===== config.mk =====
export PLATFORM = sky130hd
export DESIGN_NAME = apb_master_arb
export DESIGN_NICKNAME = d
export VERILOG_FILES = /design/src/rtl/apb_pkg.sv /design/src/rtl/rr_arbiter.sv /design/src/rtl/apb_master_arb.sv
export SDC_FILE = /design/constraint.sdc
export NUM_CORES = 1
export LEC_CHECK = 0
export BUFFER_PORTS_ARGS = -buffer_cell sky130_fd_sc_hd__buf_2
export CELL_PAD_IN_SITES_DETAIL_PLACEMENT = 1
export CELL_PAD_IN_SITES_GLOBAL_PLACEMENT = 1
export CORE_ASPECT_RATIO = 1.75
export CORE_MARGIN = 2
export CORE_UTILIZATION = 34
export CTS_CLUSTER_SIZE = 8
export DETAILED_ROUTE_END_ITERATION = 6
export PLACE_DENSITY = 0.92
export SLEW_MARGIN = 20
export SYNTH_ARGS = -nofsm -noshare
export SYNTH_HDL_FRONTEND = slang
export SYNTH_SLANG_ARGS = --single-unit

===== constraint.sdc =====
create_clock -name pclk -period 2.5 [get_ports pclk]
set_input_delay 0.25 -clock pclk [delete_from_list [all_inputs] [get_ports pclk]]
set_output_delay 0.25 -clock pclk [all_outputs]
set_load 0.05 [all_outputs]

===== src/rtl/apb_pkg.sv =====
// Shared types and default widths for the APB master slice.
package apb_pkg;

    localparam int DEFAULT_ADDR_W = 32;
    localparam int DEFAULT_DATA_W = 8;

    typedef enum logic [1:0] {
        IDLE,
        SETUP,
        ACCESS,
        DONE
    } apb_state_e;

endpackage


===== src/rtl/rr_arbiter.sv =====
// Combinational round-robin select: returns the first set request at or
// above rr_ptr_i, wrapping around, plus a flag saying whether any request is set.
module rr_arbiter #(
    parameter int NUM_REQ = 2,
    parameter int IDX_W   = $clog2(NUM_REQ)
) (
    input  logic [NUM_REQ-1:0] req_i,
    input  logic [IDX_W-1:0]   rr_ptr_i,
    output logic               any_o,
    output logic [IDX_W-1:0]   grant_o
);

    logic [IDX_W:0]   sum;
    logic [IDX_W-1:0] cand;

    // Walk from the farthest offset down so the closest match to rr_ptr_i wins.
    always_comb begin
        any_o   = 1'b0;
        grant_o = '0;
        sum     = '0;
        cand    = '0;
        for (int i = NUM_REQ - 1; i >= 0; i--) begin
            sum = {1'b0, rr_ptr_i} + (IDX_W + 1)'(i);
            if (sum >= (IDX_W + 1)'(NUM_REQ)) begin
                sum = sum - (IDX_W + 1)'(NUM_REQ);
            end
            cand = sum[IDX_W-1:0];
            if (req_i[cand]) begin
                any_o   = 1'b1;
                grant_o = cand;
            end
        end
    end

endmodule


===== src/rtl/apb_master_arb.sv =====
// Multi-requester APB master: round-robin grant, SETUP/ACCESS sequencing, done pulse.
// Optional ACCESS-phase timeout is enabled by defining APB_TIMEOUT_EN.
module apb_master_arb
    import apb_pkg::*;
#(
    parameter int NUM_REQ        = 2,
    parameter int ADDR_W         = DEFAULT_ADDR_W,
    parameter int DATA_W         = DEFAULT_DATA_W,
    parameter int TIMEOUT_CYCLES = 16
) (
    input  logic                      pclk,
    input  logic                      prst,
    input  logic [NUM_REQ-1:0]        req,
    input  logic [NUM_REQ-1:0]        req_write,
    input  logic [NUM_REQ*ADDR_W-1:0] req_addr,
    input  logic [NUM_REQ*DATA_W-1:0] req_wdata,
    output logic [NUM_REQ-1:0]        done,
    output logic [DATA_W-1:0]         rsp_rdata,
    output logic                      rsp_err,
    output logic                      psel,
    output logic                      penable,
    output logic                      pwrite,
    output logic [ADDR_W-1:0]         paddr,
    output logic [DATA_W-1:0]         pwdata,
    input  logic [DATA_W-1:0]         prdata,
    input  logic                      pready,
    input  logic                      pslverr
);

    localparam int IDX_W = $clog2(NUM_REQ);

    apb_state_e        state_q, state_d;
    logic [IDX_W-1:0]  rr_ptr_q, rr_ptr_d;
    logic [IDX_W-1:0]  grant_q, grant_d;
    logic              pwrite_q, pwrite_d;
    logic [ADDR_W-1:0] paddr_q, paddr_d;
    logic [DATA_W-1:0] pwdata_q, pwdata_d;
    logic [DATA_W-1:0] rdata_q, rdata_d;
    logic              err_q, err_d;
    logic              arb_any;
    logic [IDX_W-1:0]  arb_idx;
    logic              timeout;

    rr_arbiter #(
        .NUM_REQ (NUM_REQ),
        .IDX_W   (IDX_W)
    ) u_arb (
        .req_i    (req),
        .rr_ptr_i (rr_ptr_q),
        .any_o    (arb_any),
        .grant_o  (arb_idx)
    );

`ifdef APB_TIMEOUT_EN
    localparam int CNT_W = $clog2(TIMEOUT_CYCLES + 1);

    logic [CNT_W-1:0] cnt_q, cnt_d;

    // This ACCESS cycle is the TIMEOUT_CYCLES-th one without pready.
    assign timeout = !pready && (cnt_q == CNT_W'(TIMEOUT_CYCLES - 1));

    always_comb begin
        cnt_d = cnt_q;
        if (state_q == SETUP) begin
            cnt_d = '0;
        end else if (state_q == ACCESS && !pready) begin
            cnt_d = cnt_q + 1'b1;
        end
    end

    always_ff @(posedge pclk) begin
        if (prst) begin
            cnt_q <= '0;
        end else begin
            cnt_q <= cnt_d;
        end
    end
`else
    assign timeout = 1'b0;
`endif

    always_comb begin
        state_d  = state_q;
        rr_ptr_d = rr_ptr_q;
        grant_d  = grant_q;
        pwrite_d = pwrite_q;
        paddr_d  = paddr_q;
        pwdata_d = pwdata_q;
        rdata_d  = rdata_q;
        err_d    = err_q;
        unique case (state_q)
            IDLE: begin
                if (arb_any) begin
                    state_d  = SETUP;
                    grant_d  = arb_idx;
                    pwrite_d = req_write[arb_idx];
                    paddr_d  = req_addr[arb_idx*ADDR_W +: ADDR_W];
                    pwdata_d = req_wdata[arb_idx*DATA_W +: DATA_W];
                end
            end
            SETUP: begin
                state_d = ACCESS;
            end
            ACCESS: begin
                // A pready in the timeout cycle still completes normally.
                if (pready) begin
                    state_d = DONE;
                    rdata_d = pwrite_q ? '0 : prdata;
                    err_d   = pslverr;
                end else if (timeout) begin
                    state_d = DONE;
                    rdata_d = '0;
                    err_d   = 1'b1;
                end
            end
            DONE: begin
                state_d  = IDLE;
                rr_ptr_d = (grant_q == IDX_W'(NUM_REQ - 1)) ? '0 : grant_q + 1'b1;
            end
            default: begin
                state_d = IDLE;
            end
        endcase
    end

    always_ff @(posedge pclk) begin
        if (prst) begin
            state_q  <= IDLE;
            rr_ptr_q <= '0;
            grant_q  <= '0;
            pwrite_q <= 1'b0;
            paddr_q  <= '0;
            pwdata_q <= '0;
            rdata_q  <= '0;
            err_q    <= 1'b0;
        end else begin
            state_q  <= state_d;
            rr_ptr_q <= rr_ptr_d;
            grant_q  <= grant_d;
            pwrite_q <= pwrite_d;
            paddr_q  <= paddr_d;
            pwdata_q <= pwdata_d;
            rdata_q  <= rdata_d;
            err_q    <= err_d;
        end
    end

    always_comb begin
        done = '0;
        if (state_q == DONE) begin
            done[grant_q] = 1'b1;
        end
    end

    assign psel      = (state_q == SETUP) || (state_q == ACCESS);
    assign penable   = (state_q == ACCESS);
    assign pwrite    = pwrite_q;
    assign paddr     = paddr_q;
    assign pwdata    = pwdata_q;
    assign rsp_rdata = rdata_q;
    assign rsp_err   = err_q;

endmodule


**After elaboration in Yosys (flattened, before gate mapping)**

Index checks and enable logic that the tools add are counted.

- $add $sub $neg: 4
- Equal/unequal tests: 5
- Shift operators: 2
- Muxes and demuxes: 20
- Magnitude comparators: 7
- Reduce and logical (&&, ||, !) cells: 6

Operators by type and width:

| kind | number |
|---|---|
| 64-bit by 7-bit variable part select with 32-bit output | 1 |
| 16-bit by 5-bit variable part select with 8-bit output | 1 |
| 1-bit 2-to-1 mux | 14 |
| 1-bit by 2-bit less-than comparator with 1-bit output (second input constant) | 4 |
| 8-bit 2-to-1 mux | 1 |
| 2-bit one-hot mux with 4 select lines | 1 |
| 2-bit 2-to-1 mux | 3 |
| 2-bit AND reduction | 3 |
| 2-bit equality test (second input constant) | 2 |
| 1-bit by 1-bit adder with 2-bit output (second input constant) | 1 |
| 2-bit by 1-bit equality test with 1-bit output (second input constant) | 1 |
| 1-bit by 2-bit >= comparator with 1-bit output (second input constant) | 1 |
| 2-bit >= comparator (second input constant) | 1 |
| 2-bit logical NOT | 1 |
| 2-bit by 1-bit != test with 1-bit output (second input constant) | 1 |
| 2-bit != test (second input constant) | 1 |
| 1-bit subtractor (second input constant) | 2 |
| 1-bit adder (second input constant) | 1 |
| 1-bit demux with 1-bit select | 1 |
| 1-bit >= comparator (second input constant) | 1 |
| 1-bit logical AND | 1 |
| 1-bit logical OR | 1 |

- Flip-flop bits (word level): 54
- Bits of input ports: 96
- Logic and storage cells: 52
- Output and inout port bits: 54

**Longest topological paths before layout**

- Word-level depth: 9
- Depth in mapped cells: 7
- Mapped depth without buffers: 5

**Hierarchy**

A second synthesis with hierarchy kept.

- Cell total of the unflattened synthesis: 251
- Area, all modules: 2538.7 um2

By module, submodules not included:

| module | times used | sequential area each (um2) | cells each | area an instance (um2) |
|---|---|---|---|---|
| apb_master_arb | 1 | 1081.0 | 248 | 2521.2 |
| rr_arbiter | 1 | 0.0 | 3 | 17.5 |

**Worst setup path before layout**

Ideal clock, no wire load.

- Path kind: reg-to-reg
- From: register state_q[1]
- To: register rr_ptr_q
- Path buffers: 0
- Stages on the path, launching flop included: 4
- Data arrival time: 1524 ps
- Slack: 916 ps
- Setup time: 60 ps
- Clock period less this slack: 1584 ps
- Required time: 2440 ps
- Cells stage by stage: dfxtp_1 > ha_1 > nor2b_1 > o21ba_2

- Longest elaborated chain between the ends: 1

RTL lines:

| item | RTL line | text |
|---|---|---|
| start, declared | apb_master_arb.sv:32 | `apb_state_e state_q, state_d;` |
| start signal, assigned | apb_master_arb.sv:137 | `state_q <= state_d;` |
| 2-bit equality test | apb_master_arb.sv:91 | `unique case (state_q)` |
| end signal, assigned | apb_master_arb.sv:138 | `rr_ptr_q <= rr_ptr_d;` |
| end, declared | apb_master_arb.sv:33 | `logic [IDX_W-1:0] rr_ptr_q, rr_ptr_d;` |

Every way passes these cells.
A chain may end at the register's enable or synchronous reset.

**Final worst setup path**

- From: register state_q[0]
- To: output penable

- Longest elaborated chain between the ends: 1

RTL lines:

| item | RTL line | text |
|---|---|---|
| 2-bit equality test | apb_master_arb.sv:156 | `assign penable = (state_q == ACCESS);` |
| end, declared | apb_master_arb.sv:21 | `output logic penable,` |

Every way passes these cells.

==> impl_metrics.json <==
{
  "outcome": "complete, no violations",
  "postSynthCellCount": 307,
  "cts-hold-fix-buffers": 0,
  "slew_viol_final": 0,
  "critPathKind": "reg2out",
  "min_to": "rsp_err$_SDFFE_PP0P_",
  "synth_fp_nets": 407,
  "ys_ff_latch": 54,
  "reg2reg_setup_slack_ns": 0.74,
  "final_hold_viol_count": 0,
  "synthAdderAreaFrac_pct": 1.832,
  "worstPathArrival_ns": 1.53,
  "muxShareOfSynthArea_pct": 0.3663,
  "synth-compound-area-share_pct": 31.27,
  "grt_setup_unrepaired": "false",
  "fp-row-count": 43,
  "synth_top_family_by_area": "compound AO/OA/AOI/OAI gates",
  "grt_start_max_net_pins": 45,
  "postRouteAntennaNets": 0,
  "cts_resized": 0,
  "die_area_um2": 8799,
  "final_layout_size_suffix_gt1_share_pct": 44.72,
  "vias": 2967,
  "fmax_ghz": 0.5632,
  "clockBufferDepth": 2,
  "relSlewSlack_pct": 47.52,
  "dp_cells": 519,
  "vias_per_cell": 5.630,
  "whs_path_depth": 3,
  "pin_count": 150,
  "cts_setup_buffers": 0,
  "avgSynthCellArea_um2": 8.901,
  "skew_ns": 0.004164,
  "die-height_um": 122.6,
  "required_ns": 2.25,
  "cts_made_buffers": 5,
  "die_w_um": 71.77,
  "cts_root_buffer": "clkbuf_16",
  "synth-simple-area-share_pct": 19.51,
  "synth-xor-area-share_pct": 0,
  "worst_pin_slew_ns": 0.7872,
  "drtIter0Drc": 98,
  "routabilityCongestion": 0.8091,
  "grt_pass1_wl_um": 14480,
  "drcViolationCount": 0,
  "synth-seq-area-share_pct": 39.56,
  "wl_per_cell_um": 17.36,
  "htreeDepth": 2,
  "min-delay-start": "pslverr",
  "cap_violations": 0,
  "syn_area_um2": 2733,
  "cts.sinks": 54,
  "antenna_found_initial": 1,
  "overflow": 0,
  "io_buffer_count": 149,
  "cts_tree": "done",
  "end_kind": "output port",
  "worstPathMaxFanout": 13,
  "start_util_pct": 34.79,
  "worstSetupStartpoint": "state_q[0]$_SDFFE_PP0P_",
  "period_needed_ns": 1.776,
  "p_leak_uw": 0.001566,
  "start_kind": "flop",
  "r2r_start": "state_q[0]$_SDFFE_PP0P_",
  "insertion_delay_ns": 0.29,
  "track_usage_pct": 20.94,
  "worstReg2RegEnd": "paddr[30]$_SDFFE_PP0P_",
  "finalSetupTns_ns": 0,
  "routed_wl_um": 9149,
  "p_per_area_nw_per_um2": 1232,
  "finalSetupViolCount": 0,
  "final_cells": 527,
  "min_period_over_period_pct": 71.02,
  "synth_cell_type_count": 28,
  "area_growth_pct": 32.37,
  "place_hpwl_um": 6825,
  "r2r_cells": 6,
  "min_path_type": "in2reg",
  "clkSlewWorstSetupHoldPaths_ns": 0.06,
  "yosysWarnings": 0,
  "fin_nets": 536,
  "drtPass1Iterations": 4,
  "core_um2": 7855,
  "grt_pass1_vias": 3067,
  "fillers": 986,
  "peakVddDrop_v": 0.0004640
}
## cell usage after synthesis, drive strengths merged
cell type	count	area, um^2
a21boi	1	7.510
a21oi	10	50.05
a311oi	41	553.0
a32oi	1	8.760
and2	1	6.260
and2b	1	7.510
buf	20	127.6
clkbuf	15	61.31
dfxtp	54	1081
ha	4	50.05
inv	4	15.01
mux2i	1	10.01
nand2	10	37.54
nand2b	3	18.77
nand3	42	210.2
nand4b	8	70.07
nor2	43	161.4
nor2b	2	12.51
o21a	2	15.01
o21ai	42	210.2
o21ba	1	10.01
or3b	1	8.760
## placed cells by master (no fill, tap or decap), drive strengths merged, types with 3 or more instances in the layout
| master | n |
|---|---|
| a21oi | 10 |
| a311oi | 41 |
| buf | 157 |
| clkbuf | 7 |
| dfxtp | 54 |
| ha | 4 |
| inv | 4 |
| nand2 | 10 |
| nand2b | 3 |
| nand3 | 42 |
| nand4b | 8 |
| nor2 | 43 |
| o21ai | 42 |
## final cells by class
class | count | area (um^2) | area share, %
flip-flops and latches | 54 | 1081 | 29.89
inverters | 4 | 15.01 | 0.4151
multi-input cells | 214 | 1455 | 40.23
clock buffers | 7 | 132.6 | 3.667
well taps | 90 | 112.6 | 3.113
diodes | 1 | 2.502 | 0.06918
repair buffers | 157 | 818.3 | 22.62
## power by group
part	total, uW	leakage (uW)	switching [uW]	internal [uW]
combinational	2490	0.00106	1800	692
clock	673	0.0000640	306	368
sequential	1290	0.000446	160	1130
## worst max path at each step
stage,endpoint,slack [ns],cells past startpoint
floorplan,rr_ptr_q$_SDFFE_PP0N_,0.92,3
global placement,pwdata[7]$_SDFFE_PP0P_,0.82,5
detailed placement,paddr[28]$_SDFFE_PP0P_,0.75,5
CTS,penable,0.72,3
global route,pwdata[7]$_SDFFE_PP0P_,0.62,6
finish,penable,0.72,3
## per-layer routing
layer  routed length, um  track usage [%]  vias to the layer above
met5                   0                0                        -
met1                3264            21.50                     1428
met3                 408            3.448                       32
li1                    -                -                     1389
met2                5034            38.89                      118
met4                 441            12.15                        0
## critical path, cell delays in order (launching register included)
cell and delay [ns]:
dfxtp_1 0.33, inv_1 0.11, ha_1 0.44, buf_2 0.35
## cell families (layout without fill, tap and decap cells)
family / count (synthesis) / after routing
compound gates: 98 / 98
fa+ha+maj: 4 / 4
buf+inv: 39 / 168
flops: 54 / 54
mux: 1 / 1
other cells: 0 / 1
simple gates: 111 / 111
## sequential cells by signal (all words and copies together), names as in the netlist
| signal | count |
|---|---|
| rsp_rdata | 8 |
| state_q | 2 |
| grant_q | 1 |
| pwdata | 8 |
| rr_ptr_q | 1 |
| paddr | 32 |
| pwrite | 1 |
| rsp_err | 1 |
## per-stage QoR
stage               worst slack [ns]  instance area (um^2)  power (uW)  util (%)  hold slack (ns)
floorplan                     0.9162                  2733        3299         -           0.3977
global placement              0.8195                  3482        3725     44.33           0.4369
detailed placement            0.7479                  3482        3820     44.33           0.4537
CTS                           0.7184                  3615        4512     46.02           0.2073
global route                  0.6211                  3617        4716     46.05           0.2328
finish                        0.7245                  3617        4458     46.05           0.2112
(Power assumes the default switching activity.)
